File: config.mk
export PLATFORM = sky130hd
export DESIGN_NAME = ysyx_24110026_bus_arb
export DESIGN_NICKNAME = d
export VERILOG_FILES = /design/src/rtl/ysyx_24110026_bus_pkg.sv /design/src/rtl/ysyx_24110026_rr_pick2.sv /design/src/rtl/ysyx_24110026_bus_arb.sv
export SDC_FILE = /design/constraint.sdc
export NUM_CORES = 1
export LEC_CHECK = 0
export CORE_AREA = 2 2 109 111
export CTS_BUF_LIST = sky130_fd_sc_hd__clkbuf_4 sky130_fd_sc_hd__clkbuf_8 sky130_fd_sc_hd__clkbuf_16
export CTS_CLUSTER_DIAMETER = 150
export DETAILED_ROUTE_END_ITERATION = 6
export DIE_AREA = 0 0 111 113
export PLACE_DENSITY_LB_ADDON = 0.12
export SLEW_MARGIN = 30
export SYNTH_ARGS = -nofsm -noshare
export SYNTH_HDL_FRONTEND = slang
export SYNTH_SLANG_ARGS = --single-unit
File: constraint.sdc
create_clock -name clk -period 5.8 [get_ports clk]
set_clock_uncertainty 0.2 [all_clocks]
set_input_delay 0.58 -clock clk [delete_from_list [all_inputs] [get_ports clk]]
set_output_delay 0.58 -clock clk [all_outputs]
set_load 0.1 [all_outputs]
File: src/rtl/ysyx_24110026_bus_pkg.sv
// Shared types and default widths for the IFU/LSU memory arbiter.
package ysyx_24110026_bus_pkg;

    localparam int ADDR_W_DEF  = 32;
    localparam int DATA_W_DEF  = 32;
    localparam int TIMEOUT_DEF = 255;

    typedef enum logic [1:0] {
        IDLE,
        REQ,
        RSP
    } bus_state_t;

    typedef enum logic {
        OWN_IF,
        OWN_LS
    } owner_t;

endpackage

File: src/rtl/ysyx_24110026_rr_pick2.sv
// Two-way round-robin picker: a lone requester wins, a tie goes to the
// master that was not granted last.
module ysyx_24110026_rr_pick2
    import ysyx_24110026_bus_pkg::*;
(
    input  logic   req_if,
    input  logic   req_ls,
    input  owner_t last_grant,
    output logic   grant_if,
    output logic   grant_ls
);

    // One-hot grant; on a tie the previous owner yields to the other master
    always_comb begin
        grant_if = req_if && (!req_ls || (last_grant == OWN_LS));
        grant_ls = req_ls && (!req_if || (last_grant == OWN_IF));
    end

endmodule

File: src/rtl/ysyx_24110026_bus_arb.sv
// Two-master (IFU, LSU) to one-slave memory arbiter with one outstanding
// transaction, round-robin tie breaking and a response watchdog.
module ysyx_24110026_bus_arb
    import ysyx_24110026_bus_pkg::*;
#(
    parameter int ADDR_W  = ADDR_W_DEF,
    parameter int DATA_W  = DATA_W_DEF,
    parameter int TIMEOUT = TIMEOUT_DEF
) (
    input  logic                clk,
    input  logic                rst,

    input  logic                if_req_valid,
    output logic                if_req_ready,
    input  logic [ADDR_W-1:0]   if_addr,

    output logic                if_rsp_valid,
    output logic [DATA_W-1:0]   if_rsp_data,
    output logic                if_rsp_err,

    input  logic                ls_req_valid,
    output logic                ls_req_ready,
    input  logic [ADDR_W-1:0]   ls_addr,
    input  logic                ls_wen,
    input  logic [DATA_W-1:0]   ls_wdata,
    input  logic [DATA_W/8-1:0] ls_wmask,

    output logic                ls_rsp_valid,
    output logic [DATA_W-1:0]   ls_rsp_data,
    output logic                ls_rsp_err,

    output logic                mem_req_valid,
    input  logic                mem_req_ready,
    output logic [ADDR_W-1:0]   mem_addr,
    output logic                mem_wen,
    output logic [DATA_W-1:0]   mem_wdata,
    output logic [DATA_W/8-1:0] mem_wmask,

    input  logic                mem_rsp_valid,
    input  logic [DATA_W-1:0]   mem_rsp_data,
    input  logic                mem_rsp_err,

    output logic                busy,
    output logic                stale_err
);

    // A zero TIMEOUT disables the watchdog but still needs a legal counter width
    localparam int CNT_W = (TIMEOUT > 0) ? $clog2(TIMEOUT + 1) : 1;
    localparam logic [CNT_W-1:0] TIMEOUT_VAL = CNT_W'(TIMEOUT);

    bus_state_t          state;
    owner_t              owner;
    owner_t              last_grant;
    logic [ADDR_W-1:0]   addr_q;
    logic                wen_q;
    logic [DATA_W-1:0]   wdata_q;
    logic [DATA_W/8-1:0] wmask_q;
    logic [CNT_W-1:0]    wd_cnt;
    logic                stale_q;

    logic                grant_if;
    logic                grant_ls;
    logic                timeout_hit;
    logic                rsp_fire;
    logic [DATA_W-1:0]   rsp_data;
    logic                rsp_err;

    ysyx_24110026_rr_pick2 u_pick (
        .req_if     (if_req_valid),
        .req_ls     (ls_req_valid),
        .last_grant (last_grant),
        .grant_if   (grant_if),
        .grant_ls   (grant_ls)
    );

    // Watchdog expiry and response selection; a real response beats a timeout
    always_comb begin
        timeout_hit = (TIMEOUT != 0) && (state == RSP) && (wd_cnt == TIMEOUT_VAL);
        rsp_fire    = (state == RSP) && (mem_rsp_valid || timeout_hit);
        rsp_data    = mem_rsp_valid ? mem_rsp_data : '0;
        rsp_err     = mem_rsp_valid ? mem_rsp_err  : 1'b1;
    end

    // Request readies and response routing to the current owner
    always_comb begin
        if_req_ready = (state == IDLE) && grant_if;
        ls_req_ready = (state == IDLE) && grant_ls;
        if_rsp_valid = rsp_fire && (owner == OWN_IF);
        ls_rsp_valid = rsp_fire && (owner == OWN_LS);
        if_rsp_data  = if_rsp_valid ? rsp_data : '0;
        if_rsp_err   = if_rsp_valid && rsp_err;
        ls_rsp_data  = ls_rsp_valid ? rsp_data : '0;
        ls_rsp_err   = ls_rsp_valid && rsp_err;
    end

    // Memory-side request and status outputs come straight from registers
    always_comb begin
        mem_req_valid = (state == REQ);
        mem_addr      = addr_q;
        mem_wen       = wen_q;
        mem_wdata     = wdata_q;
        mem_wmask     = wmask_q;
        busy          = (state != IDLE);
        stale_err     = stale_q;
    end

    // Arbiter FSM with payload latching, watchdog counter and stray-response flag
    always_ff @(posedge clk) begin
        if (rst) begin
            state      <= IDLE;
            owner      <= OWN_IF;
            last_grant <= OWN_IF;
            addr_q     <= '0;
            wen_q      <= 1'b0;
            wdata_q    <= '0;
            wmask_q    <= '0;
            wd_cnt     <= '0;
            stale_q    <= 1'b0;
        end else begin
            if (mem_rsp_valid && (state != RSP)) begin
                stale_q <= 1'b1;
            end
            case (state)
                IDLE: begin
                    if (grant_if) begin
                        owner   <= OWN_IF;
                        addr_q  <= if_addr;
                        wen_q   <= 1'b0;
                        wdata_q <= '0;
                        wmask_q <= '0;
                        state   <= REQ;
                    end else if (grant_ls) begin
                        owner   <= OWN_LS;
                        addr_q  <= ls_addr;
                        wen_q   <= ls_wen;
                        wdata_q <= ls_wdata;
                        wmask_q <= ls_wmask;
                        state   <= REQ;
                    end
                end
                REQ: begin
                    if (mem_req_ready) begin
                        wd_cnt <= '0;
                        state  <= RSP;
                    end
                end
                RSP: begin
                    if (mem_rsp_valid || timeout_hit) begin
                        last_grant <= owner;
                        state      <= IDLE;
                    end else begin
                        wd_cnt <= wd_cnt + CNT_W'(1);
                    end
                end
                default: begin
                    state <= IDLE;
                end
            endcase
        end
    end

endmodule

# Word level (Yosys, flattened, before mapping)
# Index checks and enable logic that the tools add are counted.
# W data, S select, Z words.
# totals
regBits	82
wordCells	66
# op_classes
add_sub_neg	1
eq_ne	8
n_mux	22
bitwise_logic	2
reduce_logical	24
# ops
op	count
$mux W32	7
$mux W8	2
$pmux W8 S2	1
$logic_and A1 B1 Y1	11
$add A8 B1 Y8 const B	1
$eq A8 B8 Y1 const B	1
$mux W2	4
$mux W4	2
$pmux W2 S3	1
$reduce_and A3 Y1	2
$reduce_bool A2 Y1	3
$mux W1	5
$ne A2 B1 Y1 const B	2
$ne A2 B2 Y1 const B	2
$reduce_and A2 Y1	2
$logic_or A1 B1 Y1	3
$ne A3 B3 Y1 const B	1
$eq A2 B1 Y1 const B	1
$eq A2 B2 Y1 const B	1
$logic_not A1 Y1	2
$logic_not A2 Y1	1
$not A1 Y1	2

# Longest topological paths before layout
# Gate-level depths: netlist (run 1).
# depth
ltp_word	6
ltp_mapped	7
depth_no_buf	5

# By module
# Synthesis (run 1) repeated with hierarchy kept, for this count alone.
# unflattened
hier_cells	423
area_unflattened_um2	3759.9
# by_module_without_submodules
mod	n_inst	cells_per_inst	area_per_inst_um2
ysyx_24110026_bus_arb	1	420	3741.1
ysyx_24110026_rr_pick2	1	3	18.8

# Worst setup path after synthesis (run 1)
# Ideal clock, no wire load.
# synth_path
path_kind	input to output
start	input mem_rsp_valid
end	output if_rsp_data[22]
arrival_ns	2.789
slack_ns	2.231
cell_stages	6
path_buffers	3
path_cell_list	clkbuf_1 a21oi_1 or3_1 clkbuf_1 buf_2 nor2_1
# synth_between
elab_chain_cells	4
# synth_rtl
element	line_no	text
start: declaration	ysyx_24110026_bus_arb.sv:39	input logic mem_rsp_valid,
$logic_or A1 B1 Y1	ysyx_24110026_bus_arb.sv:79	rsp_fire = (state == RSP) && (mem_rsp_valid || timeout_hit);
$logic_and A1 B1 Y1	ysyx_24110026_bus_arb.sv:79	
$logic_and A1 B1 Y1	ysyx_24110026_bus_arb.sv:88	if_rsp_valid = rsp_fire && (owner == OWN_IF);
$mux W32 (*)	ysyx_24110026_bus_arb.sv:90	if_rsp_data = if_rsp_valid ? rsp_data : '0;
end: declaration	ysyx_24110026_bus_arb.sv:18	output logic [DATA_W-1:0] if_rsp_data,
# Every way passes the cells marked *; elsewhere a longest branch is shown, timed or not.

# Worst setup path after layout (run 1)
# layout_path
start	input ls_req_valid
end	output ls_req_ready
# layout_between
elab_chain_cells	2
# layout_rtl
element	line_no	text
start: declaration	ysyx_24110026_bus_arb.sv:21	input logic ls_req_valid,
$logic_and A1 B1 Y1	ysyx_24110026_rr_pick2.sv:16	grant_ls = req_ls && (!req_if || (last_grant == OWN_IF));
$logic_and A1 B1 Y1	ysyx_24110026_bus_arb.sv:87	ls_req_ready = (state == IDLE) && grant_ls;
end: declaration	ysyx_24110026_bus_arb.sv:22	output logic ls_req_ready,
# No other way between the ends.

==> results of run 1 <==
logic make-up (layout without fill, tap and decap cells):
kind of cell	Yosys count	count (layout)	synth area share, %
simple gates	199	199	21.9
mux	32	32	8.73
compound gates	96	96	18.8
fa+ha+maj	1	1	0.341
other cells	0	1	0
flops	82	82	44.7
buf+inv	49	312	5.52
cells in the mapped netlist:
cell type  number
a2111oi_0       1
a2111oi_2       1
a211o_1         1
a211oi_1       32
a21o_1          1
a21oi_1         9
a22oi_1        37
a31oi_1         3
and3_1          2
and4_1          1
buf_1           3
buf_2           9
buf_4           2
clkbuf_1       24
dfxtp_1        82
ha_1            1
inv_1          11
mux2i_1        32
nand2_1        37
nand2b_1        1
nand3_1         6
nand3b_1        1
nor2_1        140
nor2b_1         2
nor3_1          3
o211ai_1        3
o21a_1          1
o21ai_0         5
o21ai_1         1
o221ai_1        1
or3_1           4
or4_1           1
or4b_4          1
metal layers:
| metal | GRT usage, % | vias up |
|---|---|---|
| met2 | 39.4 | 199 |
| met5 | 0 | - |
| met1 | 21.2 | 1941 |
| met4 | 10.7 | 0 |
| met3 | 5.25 | 34 |
| li1 | - | 2101 |
flip-flops by register name (all words and copies together) (netlist names):
signal      flops
stale_err       1
last_grant      1
mem_addr       32
state           2
mem_wen         1
mem_wmask       4
wd_cnt          8
mem_wdata      32
owner           1
layout by cell type, fill, tap and decap left out, drive strengths merged, types with 2 or more instances in the layout:
master and count:
clkinv 2, inv 11, and3 2, clkinvlp 2
clkdlybuf4s50 212, or3 4, buf 74, nor2b 2
a2111oi 2, dfxtp 82, nor2 140, a31oi 3
a211oi 32, o211ai 3, a21oi 9, mux2i 32
nand3 6, o21ai 6, nor3 3, a22oi 37
nand2 37, clkbuf 10
tightest hold or removal path, cell delays in order, from the launching register on:
cell and delay, ns:
dfxtp_1 0.33, a21oi_1 0.04, nor2_1 0.07
how the worst min path moves through the flow:
stage / cells past startpoint / to
after CTS: 2 / stale_err
after floorplan: 1 / wd_cnt[2]
final: 2 / stale_err
after detailed placement: 2 / stale_err
after global placement: 2 / stale_err
after global routing: 2 / stale_err
stage by stage:
stage	cells	total power [W]	hold slack, ns	setup WS (ns)
6_report	866	0.00188	0.268	2.01
5_1_grt	866	0.00195	0.315	1.92
4_1_cts	865	0.00190	0.278	2.00
3_5_place_dp	850	0.00134	0.260	2.02
3_3_place_gp	850	0.00133	0.259	2.04
2_1_floorplan	459	0.00111	0.256	2.23
cell type report:
cell class	instances	area share [%]
clock inverters	5	0.822
repair buffers	286	39.9
clock buffers	10	3.57
multi-input cells	328	27.9
well taps	143	2.67
flip-flops and latches	82	24.5
diodes	1	0.0373
inverters	11	0.616
power by group through the flow:
| stage | Sequential (W) | Combinational, W | Clock [W] |
|---|---|---|---|
| 3_5_place_dp | 0.000644 | 0.000693 | 0 |
| 5_1_grt | 0.000638 | 0.000721 | 0.000594 |
| 2_1_floorplan | 0.000944 | 0.000169 | 0 |
| 4_1_cts | 0.000633 | 0.000695 | 0.000572 |
| 3_3_place_gp | 0.000642 | 0.000688 | 0 |
| 6_report | 0.000633 | 0.000690 | 0.000556 |
==> results.md, run 1 <==
- Status: complete, no violations
- Final nets: roughly 860
- Routability cong.: approximately 1.0
- Area of the multi-input gates: ~1900 sq um
- Comb power frac: 36.7%
- Top sig layer: met4
- Worst setup endpoint: ls_req_ready
- Slowest Stage Delay on Critical Path: approximately 1.2 ns
- Largest net degree at the start of global routing: 80
- Core area: 11300 sq um
- Crit share post-route: roughly two thirds
- Sequential cell area: between 1500 and 2000 sq um
- Total grt overflow: 0
- Final Cell Area: 6700 sq um
- Crit end category: primary output
- Via count: about 4300
- Hold Crit Start: stale_err
- Crit path launch: ls_req_valid
- Worst path depth: 4
- Vias in the first global route: ~4200
- H-tree Lvls: 3
- Die width: between 100 and 150 um
- Crit Path Max Fanout: 4
- Total CTS buffers: 9
- First-pass GRT wire length: about 21000 um
- RSZ-0062 raised after global routing: false
- Critical path's slowest cell: clkdlybuf4s50_1
- Routed length on met3: between 1000 and 1500 um
- Initial core utilization: between 30% and 40%
- Synth area leader: dfxtp_1
- Die Y: between 100 and 150 um
- Leakage dissipation: between 2 and 3 nW
- IO buf count: 281
- Final core occ: 59.5%
- Worst min path class: reg -> reg
- Worst VDD drop: 0.167 mV
- YS warnings: 0
- Io pins: 282
- Clk network pwr share: roughly 30%
- CP bufs+invs: 3
- Synth top area share: 44.7%
- Sequential area share after synthesis: around 45%
- Detailed Place HPWL: between 10000 and 15000 um
- Crit path top cell by count: clkdlybuf4s50_1
- # rows: 39
- Placement Cell Area: ~6400 sq um
- Worst slew pin tran: 1.02 ns
- Antenna viol nets, final: 0
- Crit Path Class: in -> out
- Clock Latency Late Sink: around 0.32 ns
- Hold buffer count at CTS: 0
- FF-to-FF setup slack: 3.79 ns
- DRT met1 WL: around 4800 um
- Mean Syn Cell Area: roughly 8.0 sq um
- Worst path top cell family by delay: buffers and inverters
- #FFs+latches synth: 82
- CTS tree: built
- Clock Tree Buf Depth: 2
- Resized cells post-CTS: 0
- Post-synth cell types: 33
- Final Critical Period: 3.79 ns
- FILL cells: slightly above 1000
- Routed vias/inst: about 4.9
- R2R Path End: last_grant
- Routed wire length: around 14000 um
- P_int: roughly 0.0012 W
- Die area: 12500 sq um
- First-pass DRT Iterations: 4
- Area Growth Syn to Fin: 82.5%
- Required time worst endpoint: approximately 5 ns
- Worst setup SP type: input port
- Initial drt markers: about 150
- Slew HR: between 30 and 40%
- Fmax: roughly 0.26 GHz
- Reg clk slew, reported paths: 0.06 ns
- Initial antenna violation count: 1
- Max Cap Viol: 0
- DRC viols: 0
- Worst R2R Path Depth: 5
- Dominant cells by area after synthesis: dfxtp_1 45%, nor2_1 14%, mux2i_1 8.7%
- Switching portion of total power: 38.3%
- Clock Tree Root: clkbuf_16
- Slew Viols, Final: 0
- Post-synthesis cell area: ~3700 sq um
- Postcts setup bufs: 0
- Cell Chain, Critical Path: clkdlybuf4s50_1 -> inv_1 -> a2111oi_4 -> clkdlybuf4s50_1
- Final Hold Fails: 0
- Pwr per Cell Area: around 280 nW/um^2
- Routed met2 length: slightly above 7000 um
- Total track usage: 20.8%
- Final setup violation count: 0
- CTS Sinks: just over 80
- Cells after Synth: 459
- Switching power: between 0.0007 and 0.0008 W
- Flop pwr share: about a third
- Syn Nets: 600
- Worst r2r src: wd_cnt[0]
- Crit path arrival time: roughly 3.0 ns
- Share of cells above drive strength 1: a little over an eighth
- Final setup TNS: 0 ns
- Post-DR wirelength/cell: roughly 16 um
(Power assumes the default switching activity.)
==> inputs of run 2 (changes only) <==
--- a/config.mk
+++ b/config.mk
@@ -5,11 +5,12 @@
 export SDC_FILE = /design/constraint.sdc
 export NUM_CORES = 1
 export LEC_CHECK = 0
-export CORE_AREA = 2 2 109 111
+export CORE_ASPECT_RATIO = 1.25
+export CORE_MARGIN = 1
+export CORE_UTILIZATION = 31
 export CTS_BUF_LIST = sky130_fd_sc_hd__clkbuf_4 sky130_fd_sc_hd__clkbuf_8 sky130_fd_sc_hd__clkbuf_16
 export CTS_CLUSTER_DIAMETER = 150
 export DETAILED_ROUTE_END_ITERATION = 6
-export DIE_AREA = 0 0 111 113
 export PLACE_DENSITY_LB_ADDON = 0.12
 export SLEW_MARGIN = 30
 export SYNTH_ARGS = -nofsm -noshare
==> constraint.sdc (replaced) <==
create_clock -name clk -period 3.1 [get_ports clk]
set_clock_uncertainty 0.2 [all_clocks]
set_input_delay 0.31 -clock clk [delete_from_list [all_inputs] [get_ports clk]]
set_output_delay 0.31 -clock clk [all_outputs]
set_load 0.1 [all_outputs]
==> results.md, run 2 (same netlist as run 1, synthesis figures left out) <==
- Met2 track demand over resource: 39.3%
- Switching power: 0.00135 W
- Initial drt markers: 225
- Most frequent cells in the layout: 140 x nor2_1, 138 x clkdlybuf4s50_1, 82 x dfxtp_1
- Leakage dissipation: roughly 3.2 nW
- Die Y: about 120 um
- Slowest Stage Delay on Critical Path: roughly 0.35 ns
- P_int: roughly 0.0024 W
- Required time worst endpoint: about 2.6 ns
- Routability cong.: ~0.9
- Overall Power: ~0.0037 W
- Total CTS buffers: 9
- Cell Chain, Critical Path: ha_1 -> and3_1 -> a21oi_1 -> or3_1 -> buf_4 -> nor2_1 -> buf_12
- Critical path's slowest cell: dfxtp_1
- Share of cells above drive strength 1: a little under a quarter
- Worst setup SP type: register
- Final core occ: 64.6%
- Flop pwr share: approximately a third
- Io pins: between 200 and 300
- Total track usage: about a fifth
- Initial core utilization: 31.8%
- Worst slew pin tran: ~0.81 ns
- First-pass GRT wire length: just over 20000 um
- # rows: 44
- Clk network pwr share: between 30% and 40%
- Final setup violation count: 0
- IO buf count: roughly 280
- Final Hold Fails: 0
- Fmax: about 0.36 GHz
- CTS tree: built
- Crit Path Class: reg -> out
- Pwr per Cell Area: just under 500 nW/um^2
- Total grt overflow: 0
- Slew HR: between 40 and 50%
- Max Cap Viol: 0
- Routed vias/inst: 4.99
- Final hold slack: 0.279 ns
- Via count: about 4300
- Resized cells post-CTS: 0
- Detailed Place HPWL: 10300 um
- Crit share post-route: 90.1%
- Status: complete, no violations
- First-pass DRT Iterations: 4
- Worst min path class: in -> reg
- Slew Viols, Final: 0
- RSZ-0062 raised after global routing: false
- Crit Path Max Fanout: 34
- Clock Tree Buf Depth: 2
- Antenna viol nets, final: 0
- Commonest non-fill, non-tap cell in the layout: nor2_1
- Post-DR wirelength/cell: 15.3 um
- DRC viols: 0
- Hold Path Stages: 4
- Crit end category: primary output
- GR peak layer: met2
- Final nets: around 860
- Met3 usage: 6.12%
- H-tree Lvls: 3
- Crit path arrival time: around 2.3 ns
- Switching portion of total power: about 36%
- CTS Sinks: 82
- Hold buffer count at CTS: 0
- Largest net degree at the start of global routing: 80
- Met1 Usage GRT: 22.7%
- Worst R2R Path Depth: 5
- Die width: between 90 and 100 um
- Core area: ~12000 sq um
- Worst VDD drop: between 0.3 and 0.4 mV
- Area Growth Syn to Fin: 104%
- Postcts setup bufs: 0
- Clock Tree Root: clkbuf_16
- Initial antenna violation count: 1
- Clock Latency Late Sink: approximately 0.33 ns
- Reg clk slew, reported paths: approximately 0.06 ns
- Final Critical Period: 2.79 ns
- Comb power frac: 34.6%
- Die area: approximately 12000 sq um
- Routed wire length: around 13000 um
- Vias in the first global route: 4044
-- run 2: changes by cell type in the layout (fill, tap and decap cells not counted), moves of 2 or more --
| cell | change |
|---|---|
| clkinv_2 | -2 |
| clkdlybuf4s50_1 | -74 |
| bufinv_16 | +2 |
| buf_4 | +6 |
| buf_12 | +71 |
-- run 2: area by class of cell --
cell class / count / area [sq um]
well taps: 138 / 173
flip-flops and latches: 82 / 1640
fillers: 947 / 4090
clock buffers: 12 / 260
repair buffers: 289 / 3400
multi-input cells: 328 / 1860
diodes: 1 / 2.50
inverters: 11 / 41.3
clock inverters: 4 / 97.6
-- run 2: path summary, 6_finish.rpt --
kind	end	slack (ns)	startpoint
worst max-delay path	if_rsp_data[24]	0.31	wd_cnt[1]
worst min-delay path	wd_cnt[7]	0.28	rst
worst max register to register	mem_addr[2]	1.17	state[0]
worst min register to register	mem_addr[21]	0.30	mem_addr[21]
-- run 2: through the flow --
stage / cells / TNS [ns] / setup WS (ns) / area [sq um]
6_report: 865 / 0 / 0.308 / 7470
5_1_grt: 865 / 0 / 0.180 / 7470
4_1_cts: 864 / 0 / 0.332 / 7470
3_5_place_dp: 848 / 0 / 0.633 / 7110
3_3_place_gp: 848 / 0 / 0.677 / 7110
2_1_floorplan: 459 / -2.87 / -0.0991 / 3670
-- run 2: worst max-delay path, delay by kind of cell (launching register included) --
family | cells | cell delay, ns
simple gates | 3 | 0.79
compound gates | 1 | 0.11
fa+ha+maj | 1 | 0.21
flops | 1 | 0.35
buf+inv | 2 | 0.45
-- run 2: layer usage --
metal	up-vias	part of all wire, %
li1	2106	-
met1	1976	37
met2	207	53
met3	24	7.9
met4	0	2.5
met5	-	0
-- run 2: power by group through the flow --
stage	registers (W)	clock network, W	logic (W)
2_1_floorplan	0.00177	0	0.000316
3_3_place_gp	0.00120	0	0.00128
3_5_place_dp	0.00121	0	0.00129
4_1_cts	0.00119	0.00127	0.00129
5_1_grt	0.00120	0.00133	0.00134
6_report	0.00119	0.00124	0.00128
